===== src/rtl/udp_order_parser.sv =====
// udp_order_parser
//    Parses Ethernet/IPv4/UDP frames arriving one byte per cycle and extracts
//    market orders for a downstream consumer.
//    - Header bytes 0-41 are filtered on the following fields:
//      EtherType 0x0800, protocol UDP, destination IP and UDP source port.
//    - Bytes 42-44 carry a 24-bit opcode.
//    - A market opcode turns each 4 payload bytes into one 32-bit order.
//    - A dump opcode requests a book dump once the frame ends.
//
// Parameters
//    DEST_IP    required IPv4 destination address
//    SRC_PORT   required UDP source port
//    OP_MARKET  market-order opcode
//    OP_DUMP    book-dump opcode
//
// Ports
//    clk_udp         sole clock
//    rst_udp         asynchronous active-high reset
//    rx_axis_tdata   received frame byte
//    rx_axis_tvalid  byte valid (no backpressure)
//    rx_axis_tlast   last byte of frame
//    order_data      {price[15:0], is_buy, is_bot, qty[13:0]}
//    order_valid     order available, held until order_ready
//    order_ready     downstream accepts the order
//    dump_req        one-cycle dump command pulse
//    frame_err       one-cycle malformed-frame pulse
//    order_ovf       one-cycle dropped-order pulse
//
// Optional build macro PARSER_STATS_EN adds saturating 16-bit counters:
//    stat_frames     frames reaching the payload stage or issuing a dump
//    stat_orders     orders delivered by handshake
//    stat_drops      order_ovf plus frame_err pulses
module udp_order_parser #(
   parameter logic [31:0] DEST_IP   = 32'hC0A80132,
   parameter logic [15:0] SRC_PORT  = 16'd55555,
   parameter logic [23:0] OP_MARKET = 24'h102030,
   parameter logic [23:0] OP_DUMP   = 24'hF0E0D0
) (
   input  logic        clk_udp,
   input  logic        rst_udp,
   input  logic [7:0]  rx_axis_tdata,
   input  logic        rx_axis_tvalid,
   input  logic        rx_axis_tlast,
   output logic [31:0] order_data,
   output logic        order_valid,
   input  logic        order_ready,
   output logic        dump_req,
   output logic        frame_err,
   output logic        order_ovf
`ifdef PARSER_STATS_EN
   ,
   output logic [15:0] stat_frames,
   output logic [15:0] stat_orders,
   output logic [15:0] stat_drops
`endif
);

   typedef enum logic [1:0] {
      HDR,
      OPC,
      PAY,
      DROP
   } state_t;

   state_t      state;
   state_t      state_next;

   // Saturates at 63; only indices up to 44 are ever decoded.
   logic [5:0]  byte_idx;
   // Holds the three most recent opcode/payload bytes; together with the
   // incoming byte it forms the full 32-bit big-endian word.
   logic [23:0] shift_reg;
   logic [1:0]  pay_cnt;
   logic        dump_flag;

   logic        hdr_byte_ok;
   logic [23:0] opcode_full;
   logic [31:0] word_full;
   logic        opc_last;
   logic        is_market;
   logic        is_dump;
   logic        word_done;

   logic        frame_err_next;
   logic        dump_req_next;
   logic        order_ovf_next;
   logic        dump_set;
   logic        frame_counted;

   assign opcode_full = {shift_reg[15:0], rx_axis_tdata};
   assign word_full   = {shift_reg, rx_axis_tdata};
   assign opc_last    = (state == OPC) && (byte_idx == 6'd44);
   assign is_market   = (opcode_full == OP_MARKET);
   assign is_dump     = (opcode_full == OP_DUMP);
   assign word_done   = rx_axis_tvalid && (state == PAY) && (pay_cnt == 2'd3);

   // Header filter: only the listed offsets are compared, all others pass.
   always_comb begin
      hdr_byte_ok = 1'b1;
      case (byte_idx)
         6'd12:   hdr_byte_ok = (rx_axis_tdata == 8'h08);
         6'd13:   hdr_byte_ok = (rx_axis_tdata == 8'h00);
         6'd23:   hdr_byte_ok = (rx_axis_tdata == 8'h11);
         6'd30:   hdr_byte_ok = (rx_axis_tdata == DEST_IP[31:24]);
         6'd31:   hdr_byte_ok = (rx_axis_tdata == DEST_IP[23:16]);
         6'd32:   hdr_byte_ok = (rx_axis_tdata == DEST_IP[15:8]);
         6'd33:   hdr_byte_ok = (rx_axis_tdata == DEST_IP[7:0]);
         6'd34:   hdr_byte_ok = (rx_axis_tdata == SRC_PORT[15:8]);
         6'd35:   hdr_byte_ok = (rx_axis_tdata == SRC_PORT[7:0]);
         default: hdr_byte_ok = 1'b1;
      endcase
   end

   // ---------------------------------------------------------------
   // FSM: state register
   // ---------------------------------------------------------------
   always_ff @(posedge clk_udp or posedge rst_udp) begin
      if (rst_udp) begin
         state <= HDR;
      end else begin
         state <= state_next;
      end
   end

   // ---------------------------------------------------------------
   // FSM: next-state logic
   // ---------------------------------------------------------------
   always_comb begin
      state_next = state;
      if (rx_axis_tvalid) begin
         unique case (state)
            HDR: begin
               // A short frame ends here even if this byte also mismatches.
               if (rx_axis_tlast)
                  state_next = HDR;
               else if (!hdr_byte_ok)
                  state_next = DROP;
               else if (byte_idx == 6'd41)
                  state_next = OPC;
            end
            OPC: begin
               if (rx_axis_tlast)
                  state_next = HDR;
               else if (byte_idx == 6'd44)
                  state_next = is_market ? PAY : DROP;
            end
            PAY: begin
               if (rx_axis_tlast)
                  state_next = HDR;
            end
            DROP: begin
               if (rx_axis_tlast)
                  state_next = HDR;
            end
            default: state_next = HDR;
         endcase
      end
   end

   // ---------------------------------------------------------------
   // FSM: output/event decode (registered below as single-cycle pulses)
   // ---------------------------------------------------------------
   always_comb begin
      frame_err_next = 1'b0;
      dump_req_next  = 1'b0;
      dump_set       = 1'b0;
      frame_counted  = 1'b0;
      order_ovf_next = word_done && order_valid && !order_ready;
      if (rx_axis_tvalid) begin
         unique case (state)
            HDR: begin
               frame_err_next = rx_axis_tlast;
            end
            OPC: begin
               frame_err_next = rx_axis_tlast;
               dump_set       = opc_last && !rx_axis_tlast && is_dump;
               frame_counted  = opc_last && !rx_axis_tlast &&
                                (is_market || is_dump);
            end
            PAY: begin
               // A word completing on the tlast byte leaves no partial word.
               frame_err_next = rx_axis_tlast && (pay_cnt != 2'd3);
            end
            DROP: begin
               dump_req_next = rx_axis_tlast && dump_flag;
            end
            default: begin
               frame_err_next = 1'b0;
            end
         endcase
      end
   end

   // ---------------------------------------------------------------
   // Byte index, shift register, payload counter and dump flag
   // ---------------------------------------------------------------
   always_ff @(posedge clk_udp or posedge rst_udp) begin
      if (rst_udp) begin
         byte_idx  <= '0;
         shift_reg <= '0;
         pay_cnt   <= '0;
         dump_flag <= 1'b0;
      end else if (rx_axis_tvalid) begin
         if (rx_axis_tlast)
            byte_idx <= '0;
         else if (byte_idx != 6'd63)
            byte_idx <= byte_idx + 6'd1;

         if ((state == OPC) || (state == PAY))
            shift_reg <= {shift_reg[15:0], rx_axis_tdata};

         if ((state == PAY) && !rx_axis_tlast)
            pay_cnt <= pay_cnt + 2'd1;
         else
            pay_cnt <= '0;

         if (dump_set)
            dump_flag <= 1'b1;
         else if ((state == DROP) && rx_axis_tlast)
            dump_flag <= 1'b0;
      end
   end

   // ---------------------------------------------------------------
   // Event pulses
   // ---------------------------------------------------------------
   always_ff @(posedge clk_udp or posedge rst_udp) begin
      if (rst_udp) begin
         frame_err <= 1'b0;
         dump_req  <= 1'b0;
         order_ovf <= 1'b0;
      end else begin
         frame_err <= frame_err_next;
         dump_req  <= dump_req_next;
         order_ovf <= order_ovf_next;
      end
   end

   // ---------------------------------------------------------------
   // Order output holding register
   // ---------------------------------------------------------------
   always_ff @(posedge clk_udp or posedge rst_udp) begin
      if (rst_udp) begin
         order_data  <= '0;
         order_valid <= 1'b0;
      end else if (order_valid && order_ready) begin
         // Handshake this cycle: a word completing now loads back-to-back.
         if (word_done) begin
            order_data  <= word_full;
            order_valid <= 1'b1;
         end else begin
            order_valid <= 1'b0;
         end
      end else if (!order_valid && word_done) begin
         order_data  <= word_full;
         order_valid <= 1'b1;
      end
   end

`ifdef PARSER_STATS_EN
   // ---------------------------------------------------------------
   // Saturating statistics counters
   // ---------------------------------------------------------------
   always_ff @(posedge clk_udp or posedge rst_udp) begin
      if (rst_udp) begin
         stat_frames <= '0;
         stat_orders <= '0;
         stat_drops  <= '0;
      end else begin
         if (frame_counted && (stat_frames != '1))
            stat_frames <= stat_frames + 16'd1;
         if (order_valid && order_ready && (stat_orders != '1))
            stat_orders <= stat_orders + 16'd1;
         // order_ovf and frame_err cannot pulse in the same cycle.
         if ((order_ovf || frame_err) && (stat_drops != '1))
            stat_drops <= stat_drops + 16'd1;
      end
   end
`endif

endmodule


===== config.mk =====
export PLATFORM = sky130hd
export DESIGN_NAME = udp_order_parser
export DESIGN_NICKNAME = d
export VERILOG_FILES = /design/src/rtl/udp_order_parser.sv
export SDC_FILE = /design/constraint.sdc
export NUM_CORES = 1
export LEC_CHECK = 0
export ABC_CLOCK_PERIOD_IN_PS = 2800
export BUFFER_PORTS_ARGS = -buffer_cell sky130_fd_sc_hd__buf_2
export CORE_ASPECT_RATIO = 1.75
export CORE_MARGIN = 2
export CORE_UTILIZATION = 40
export CTS_CLUSTER_SIZE = 28
export DETAILED_ROUTE_END_ITERATION = 16
export PLACE_DENSITY_LB_ADDON = 0.08
export SETUP_SLACK_MARGIN = 0.4
export SLEW_MARGIN = 20
export SYNTH_ARGS = -nofsm -noshare
export SYNTH_HDL_FRONTEND = slang
export SYNTH_SLANG_ARGS = --single-unit

===== constraint.sdc =====
create_clock -name clk_udp -period 2.8 [get_ports clk_udp]
set_input_delay 0.14 -clock clk_udp [delete_from_list [all_inputs] [get_ports clk_udp]]
set_output_delay 0.14 -clock clk_udp [all_outputs]
set_load 0.005 [all_outputs]

==> results of run 1 <==
[layout make-up]
class | count | share of cell area [%]
sequential | 71 | 44.2
timing repair buffer | 53 | 7.57
tap | 92 | 2.85
clock inverter | 2 | 0.248
multi-input combinational | 185 | 38.2
inverter | 12 | 1.12
clock buffer | 12 | 5.86
[layer usage]
| metal | wire (um) | vias to the layer above | track usage, % | share of wire [%] |
|---|---|---|---|---|
| met1 | 2980 | 1142 | 21.0 | 40 |
| met4 | 232 | 0 | 8.13 | 3.1 |
| met3 | 280 | 15 | 4.48 | 3.7 |
| met5 | 0 | - | 0 | 0 |
| li1 | - | 1125 | - | - |
| met2 | 3980 | 45 | 28.7 | 53 |
[worst paths after layout]
path,cells past startpoint,to,slack (ns),from
min in group asynchronous,3,order_ovf,0.42,rst_udp
hold reg to reg,2,dump_flag,0.48,dump_flag
setup reg to reg,9,state[1],0.51,byte_idx[0]
hold / removal,3,order_ovf,0.11,order_ready
setup / recovery,9,state[1],0.51,byte_idx[0]
max in group asynchronous,4,shift_reg[9],1.74,rst_udp
[kinds of logic (layout without fill, tap and decap cells)]
logic type	Yosys count	in the layout	synth area share, %
compound gates	41	41	7.98
flops	71	71	52.4
simple gates	73	73	12.7
fa+ha+maj	9	9	3.32
mux	57	57	18.9
buf+inv	26	79	3.32
xor+xnor	5	5	1.29
[what timing repair did]
item | CTS | global route
hold buffers | 1 | 0
hold endpoints to repair | 24 | 0
endpoints found under the setup margin | 0 | 2
gates resized for setup | 0 | 13
[layout by cell type (no fill, tap or decap), types with 2 or more instances in the layout]
master	instances
clkbuf_16	9
mux2_2	56
a21oi_1	8
inv_1	11
a31oi_1	2
buf_2	48
nor4b_1	2
dfrtp_2	4
nand3_1	3
nor4_1	6
nor3_1	5
ha_1	8
dfrtp_1	67
buf_4	2
o21ai_0	9
buf_12	2
xnor2_1	4
nand2b_1	5
clkinv_2	2
clkbuf_1	3
nand2_1	15
nand4b_1	3
or2_2	3
a21o_1	2
nor2_1	12
nand4_1	5
[where the power goes]
| group | leakage (nW) | switching (mW) | internal, mW |
|---|---|---|---|
| sequential | 0.932 | 0.200 | 1.24 |
| combinational | 0.872 | 0.305 | 0.351 |
| clock | 0.122 | 0.398 | 0.586 |
[worst min-delay path, stage by stage]
cell      delay [ns]
buf_2           0.07
nand2b_1        0.13
nor2_1          0.06
[through the flow]
step / setup WS (ns) / util [%] / instance area (um2)
after floorplan: 0.718 / - / 3390
after global placement: 0.534 / 45.2 / 3730
after detailed placement: 0.429 / 45.2 / 3730
after CTS: 0.408 / 48.3 / 3990
after global routing: 0.367 / 48.9 / 4040
final: 0.511 / 48.9 / 4040
==> results.md, run 1 <==
- Power Density: 762 nW/um2
- Residual DRC: 0
- Worst VDD drop: ~450 uV
- Net Count, Synth: between 300 and 400
- # nets final: 354
- Storage cell area: roughly 1800 um2
- Clock Path Buffers: 2
- Slew Limit Fails: 0
- Post-synth cell types: 53
- Final setup fails: 0
- Initial Util: 41.0%
- Leakage: roughly 1.9 nW
- Via count: ~2300
- Share of cells above drive strength 1: around 41%
- Final Hold Vio Count: 0
- Via/cell ratio: ~5.4
- Area growth syn-to-layout: 19.1%
- Ys async rst share: 100%
- GRT overflow: 0
- Most instantiated cells after synthesis: 71 x dfrtp_1, 56 x mux2_2, 15 x nand2_1
- Total clock sinks: between 70 and 80
- WL/cell: between 15 and 20 um
- Root buf cell: clkbuf_16
- Critical path capture point type: flip-flop
- Number of synthesized flops with an enable pin: 0
- Largest net degree at the start of global routing: 48
- Top cell type's share of synthesized area: a little over half
- CP required: 3.05 ns
- Fillcell total: 768
- Sequential area share after synthesis: approximately 52%
- Worst Path Max Fanout: 5
- DRT Wirelength: 7.47 mm
- Cell count after placement: 412
- Worst min-delay path class: in2reg
- IO buf count: 48
- Final std cells w/o fill: approximately 430
- Period Utilization, post-route: approximately four fifths
- Dpl hpwl: 5.37 mm
- DIE AREA: between 9000 and 10000 um2
- # IOs: 49
- Cells after Synth: about 280
- Vias in the first global route: between 2000 and 2500
- Initial antenna violation count: 0
- Clock skew: 0.00526 ns
- Final Total Pwr: a little over 3 mW
- Ant diodes: 0
- Yosys reg bits: just over 70
- DR pass1 iterations: 4
- Die H: approximately 130 um
- Worst path top cell family by delay: compound AO/OA/AOI/OAI gates
- Unrepaired setup endpoints after global routing: true
- Synth top area cells: dfrtp_1 52%, mux2_2 19%, ha_1 3.3%
- Worst hold margin: 0.107 ns
- Max reg flops: 32
- Clock Latency Late Sink: roughly 0.33 ns
- GRT Util Overall: between 15 and 20%
- Synth warn: 0
- Clk slew on worst S/H paths: approximately 0.060 ns
- Die width: 73.6 um
- Post-layout min period: roughly 2.3 ns
- DRT iter0 DRCs: 98
- CTS tree: yes
- Multi-input gate area: ~1500 um2
- Most frequent cell after synthesis: dfrtp_1
- Row count: 44
- H-tree Lvls: 3
- Slowest stage delay, CP: around 0.42 ns
- Crit path launch type: flip-flop
- First-pass GRT wire length: approximately 12 mm
- Post-synth top area cell: dfrtp_1
- Post-CTS setup buffers: 0
- GP Congestion: around 0.9
- Crit path kind: reg2reg
- Routed Antenna Nets: 0
- Max cap viols: 0
- CTS Buf Count: 9
- Fin Setup TNS: 0 ns
- Worst path bufs/invs: 1
- Critical path's slowest cell: dfrtp_2
- Syn avg cell area: approximately 12 um2
- Cell Area, Synth: between 3000 and 4000 um2
- CP cell instances: inv_1 -> ha_1 -> or2_2 -> o21ai_2 -> nand2_1 -> a32oi_2 -> xnor2_1 -> a31oi_2 -> mux2i_1
- Core box area: a little over 8000 um2
- Measured slew at the worst slew-check pin: around 0.57 ns
- Fmax: between 0.4 and 0.5 GHz
- CP arrival: around 2.5 ns
- Outcome: complete, no violations
- Top_reg_cell synth: dfrtp_1
- Max-slew headroom: between 60% and 70%
Power figures use the tool's default switching activity.
==> run 2, diff against run 1 <==
ABC_CLOCK_PERIOD_IN_PS = 2120   (was 2800)
clock period = 2.12 ns   (was 2.8 ns; I/O delays follow)
==> run 2 against run 1 <==
  * Clock skew rose by 0.0033 ns
  * Via count increased by 5.8%
  * First-iteration DRC count increased by 42%
  * Count of clock-buffer cells in the layout fell by 1
  * Global-route usage is 1.2 points higher
  * Hold slack got worse by 0.046 ns
  * Design area increased by 10%
==> results.md, run 2 (synthesis results as in run 1) <==
- Worst path bufs/invs: 2
- Max-slew headroom: between 50% and 60%
- Final Total Pwr: 4.41 mW
- H-tree Lvls: 3
- Initial antenna violation count: 0
- Slew Limit Fails: 0
- Slowest stage delay, CP: ~0.43 ns
- P_int: ~3.1 mW
- Placed inst area: 3920 um2
- Routed Antenna Nets: 0
- GRT overflow: 0
- WL/cell: roughly 17 um
- Clk slew on worst S/H paths: approximately 0.06 ns
- Via/cell ratio: 5.40
- Total clock sinks: 71
- Commonest cells after routing, fill and taps aside: 68 x dfrtp_1, 56 x mux2_2, 48 x buf_2
- DR pass1 iterations: 4
- First-pass GRT wire length: 13.1 mm
- Switching part of the total: 29.2%
- Crit path kind: reg2reg
- Power share of the combinational group: between 20% and 30%
- Root buf cell: clkbuf_16
- # nets final: 381
- Worst Path Max Fanout: 4
- Clock skew: between 0.008 and 0.009 ns
- DIE AREA: between 9000 and 10000 um2
- Core box area: roughly 8300 um2
- Final instance area: 4450 um2
- Post-layout min period: 2.02 ns
- Ant diodes: 0
- Area growth syn-to-layout: 31.4%
- Sequential share of power: 43.1%
- GRT Util Overall: 18.7%
- Largest net degree at the start of global routing: 72
- GP Congestion: about 0.87
- DRT Wirelength: around 8 mm
- Period Utilization, post-route: a little over nine tenths
- CTS Buf Count: 9
- Dpl hpwl: between 5 and 6 mm
- CP arrival: roughly 2.3 ns
- Vias in the first global route: 2591
- Switching pwr: approximately 1.3 mW
- Unrepaired setup endpoints after global routing: true
- Clock share of power: 34.2%
- Max reg flops: 32
- Die H: around 130 um
- Crit path launch type: flip-flop
- Fmax: approximately 0.49 GHz
- Commonest non-fill, non-tap cell in the layout: dfrtp_1
- Post-layout util: between 50% and 60%
- Die width: 73.6 um
- DRT iter0 DRCs: 139
- CP cell instances: inv_4 -> ha_4 -> or2_4 -> buf_4 -> o41ai_1 -> o22a_1 -> a31oi_2 -> o211ai_1
- CP required: 2.37 ns
- Worst path top cell family by delay: compound AO/OA/AOI/OAI gates
- Row count: 44
- Worst VDD drop: 636 uV
- Share of cells above drive strength 1: between 40% and 50%
- Worst min-delay path class: in2reg
- Initial Util: slightly above 40%
- Critical path capture point type: flip-flop
- # IOs: 49
- IO buf count: 48
- Final setup fails: 0
- Via count: around 2500
- Final Hold Vio Count: 0
- Max cap viols: 0
- CTS tree: yes
- Measured slew at the worst slew-check pin: about 0.60 ns
- Leakage: about 2.1 nW
- Critical path's slowest cell: dfrtp_2
- Clock Latency Late Sink: 0.33 ns
- Residual DRC: 0
- Power Density: ~1000 nW/um2
- Outcome: complete, no violations
- Clock Path Buffers: 2
==> run 2: power by group through the flow <==
stage	combinational, mW	sequential [mW]	clock, mW
finish	1.00	1.90	1.51
global route	1.11	1.95	1.61
CTS	1.01	1.91	1.54
detailed placement	0.937	1.92	0
global placement	0.926	1.92	0
floorplan	0.726	1.81	0
==> run 2: worst reg2reg max path, delay by kind of cell, from the launching register on <==
family	cells	cell delay, ns
buf+inv	2	0.21
compound gates	4	0.86
fa+ha+maj	1	0.17
simple gates	1	0.26
flops	1	0.43
==> run 2: area by class of cell <==
cell class | count | area (um2)
fill | 732 | 3810
sequential | 71 | 1780
multi-input combinational | 185 | 1650
timing repair buffer | 80 | 557
clock buffer | 11 | 243
tap | 92 | 115
clock inverter | 5 | 56.3
inverter | 12 | 51.3
==> run 2: repair_timing <==
item,CTS,global route
hold buffers,1,0
resized for setup,28,0
endpoints found under the setup margin,37,37
setup buffers,7,1
gates cloned,1,0
pin swaps,12,2
hold endpoints to repair,71,0
==> run 2: routing by layer <==
metal  wire length, um  GRT usage, %  vias up  part of all wire [%]
li1                  -             -     1178                     -
met1              3110          21.5     1233                    40
met2              4270          31.7       38                    54
met3               229          4.56       14                   2.9
met4               251          8.66        0                   3.2
met5                 0             0        -                     0
==> run 2: path summary, 6_finish.rpt <==
kind                        startpoint        endpoint  slack [ns]  depth (start not counted)
max                        byte_idx[0]        state[0]         0.1                          8
max reg2reg                byte_idx[0]        state[0]         0.1                          8
min reg2reg                  dump_flag       dump_flag        0.48                          2
min in group asynchronous      rst_udp  order_data[10]        0.41                          4
max in group asynchronous      rst_udp     byte_idx[4]        1.37                          4
min                        order_ready       order_ovf        0.06                          3
==> run 2: metrics by stage <==
step / worst slack [ns] / hold slack [ns] / TNS (ns) / cells
2_1_floorplan: 0.147 / 0.257 / 0 / 282
6_report: 0.0993 / 0.0614 / 0 / 456
3_3_place_gp: 0.00105 / 0.236 / 0 / 430
4_1_cts: 0.107 / 0.0551 / 0 / 455
5_1_grt: -0.0277 / 0.0987 / -0.0277 / 456
3_5_place_dp: -0.0298 / 0.243 / -0.0298 / 430
==> run 3, diff against run 2 <==
ABC_CLOCK_PERIOD_IN_PS = 1850   (was 2120)
CORE_UTILIZATION = 50   (was 40)
clock period = 1.85 ns   (was 2.12 ns; I/O delays follow)
==> run 3 against run 2 <==
  * The run now ends with negative setup slack left
  * Utilization rose by 24 points
  * Global-route usage is 7.5 points higher
  * Combinational power is 120% higher
  * Sequential power is 16% higher
  * Register-to-register slack worse by 0.31 ns
  * Sequential cell count is the same
  * Die area fell by 19%
  * Design area is 14% higher
  * Count of clock-buffer cells in the layout stayed put
  * First-iteration DRC count is 64% higher
  * Sequential share of layout area shrank 4.9 points
==> results.md, run 3 (synthesis results as in run 1) <==
- Outcome: complete, but fails checks
- Failing checks: negative setup slack
- Max cap viols: 0
- DR pass1 iterations: 5
- Clock skew: ~0.0059 ns
- Post-layout util: between 70% and 80%
- CP required: ~2.1 ns
- Setup WS post-layout: -0.212 ns
- Via/cell ratio: 5.65
- Share of cells above drive strength 1: between 50 and 60%
- DRT Wirelength: between 9 and 10 mm
- GRT Util Overall: 26.2%
- Fmax: 0.485 GHz
- Root buf cell: clkbuf_16
- Final setup fails: 2
- Commonest non-fill, non-tap cell in the layout: dfrtp_1
- IO buf count: 48
- Vias in the first global route: 2816
- # IOs: between 40 and 50
- First-pass GRT wire length: about 14 mm
- Total clock sinks: 71
- Cell count after placement: between 400 and 500
- Fin Setup TNS: -0.407 ns
- Routed Antenna Nets: 0
- Initial Util: approximately 52%
- GRT overflow: 0
- Worst min-delay path class: in2reg
- Measured slew at the worst slew-check pin: 0.623 ns
- DRT iter0 DRCs: 228
- Clk slew on worst S/H paths: roughly 0.06 ns
- Period Utilization, post-route: 111%
- Die H: roughly 110 um
- Row count: 39
- H-tree Lvls: 3
- Final Total Pwr: 6.14 mW
- Max-slew headroom: approximately three fifths
- Worst VDD drop: around 940 uV
- Clock Latency Late Sink: around 0.34 ns
- Final Hold Vio Count: 0
- CTS tree: yes
- Final std cells w/o fill: 471
- Core box area: 6540 um2
- Largest net degree at the start of global routing: between 70 and 80
- GP Congestion: around 0.92
- Ant diodes: 0
- CTS Buf Count: 9
- Crit path launch type: flip-flop
- Worst Path Max Fanout: 4
- Dpl hpwl: 5.50 mm
- DIE AREA: 7480 um2
- Commonest cells after routing, fill and taps aside: 68 x dfrtp_1, 54 x mux2_4, 48 x buf_2
- Max reg flops: 32
- Via count: approximately 2700
- # nets final: roughly 410
- Residual DRC: 0
- Slew Limit Fails: 0
- Power Density: around 1200 nW/um2
- WL/cell: approximately 19 um
- Fillcell total: approximately 410
- Leakage: about 2.4 nW
- Die width: about 66 um
- Initial antenna violation count: 0
- Area growth syn-to-layout: 49.7%
- Unrepaired setup endpoints after global routing: true
- Post-layout min period: roughly 2.1 ns
- Clock Path Buffers: 2
- Crit path kind: reg2reg
- Critical path capture point type: flip-flop
- CP arrival: 2.31 ns
-- run 3: cell count changes in the layout (fill, tap and decap cells not counted), sizes merged --
cell      before  now
nand2         16   19
buf           78  101
clkinvlp       2    4
inv           12   11
bufbuf         1    0
clkinv         2    1
-- run 3: repair_timing --
action                                  in CTS  in global routing
endpoints found under the hold margin       71                  0
setup buffers                                7                  5
pin swaps                                    6                 17
gates cloned                                 6                  0
resized for setup                           39                 26
endpoints found under the setup margin      64                 66
hold buffers                                 1                  0
-- run 3: final timing paths --
| path | start | end | cells after the start | slack, ns |
|---|---|---|---|---|
| setup / recovery | byte_idx[0] | state[0] | 9 | -0.21 |
| hold / removal | order_ready | order_valid | 3 | 0.06 |
| setup reg to reg | byte_idx[0] | state[0] | 9 | -0.21 |
| hold reg to reg | dump_flag | dump_flag | 2 | 0.49 |
| max in group asynchronous | rst_udp | byte_idx[0] | 4 | 1.12 |
| min in group asynchronous | rst_udp | order_data[21] | 4 | 0.41 |
-- run 3: report_power, final --
group	internal [mW]	leakage, nW	switching [mW]
clock	1.08	0.138	0.673
combinational	1.30	1.33	0.868
sequential	1.87	0.934	0.343
total	4.25	2.40	1.88
-- run 3: layout make-up --
type / count / area (um2) / share of cell area (%)
Multi-Input combinational cell: 188 / 2020 / 39.8
Sequential cell: 71 / 1780 / 35.1
Timing Repair Buffer: 102 / 813 / 16.0
Clock buffer: 11 / 243 / 4.79
Tap cell: 82 / 103 / 2.02
Clock inverter: 5 / 57.6 / 1.13
Inverter: 12 / 53.8 / 1.06
-- run 3: metrics by stage --
step	instance area [um2]	setup WS, ns	hold WS (ns)
finish	5070	-0.212	0.0576
global route	5070	-0.340	0.0718
CTS	4890	-0.194	0.0523
detailed placement	4230	-0.240	0.228
global placement	4230	-0.175	0.219
floorplan	3710	-0.123	0.241
-- run 3: critical path: stages (launching register included) --
cell and delay [ns]:
dfrtp_2 0.46, inv_4 0.09, ha_2 0.20, nand4bb_1 0.13, a21o_1 0.21, o21ai_0 0.09, a32oi_1 0.15, xnor2_1 0.30
a31oi_2 0.16, o211ai_1 0.20
-- run 3: per-layer routing --
| metal | vias to the layer above | part of all wire (%) | GRT usage [%] |
|---|---|---|---|
| met1 | 1344 | 38 | 28.7 |
| met5 | - | 0 | 0 |
| met4 | 0 | 3.1 | 13.6 |
| li1 | 1239 | - | - |
| met2 | 57 | 56 | 45.7 |
| met3 | 22 | 3.2 | 6.16 |
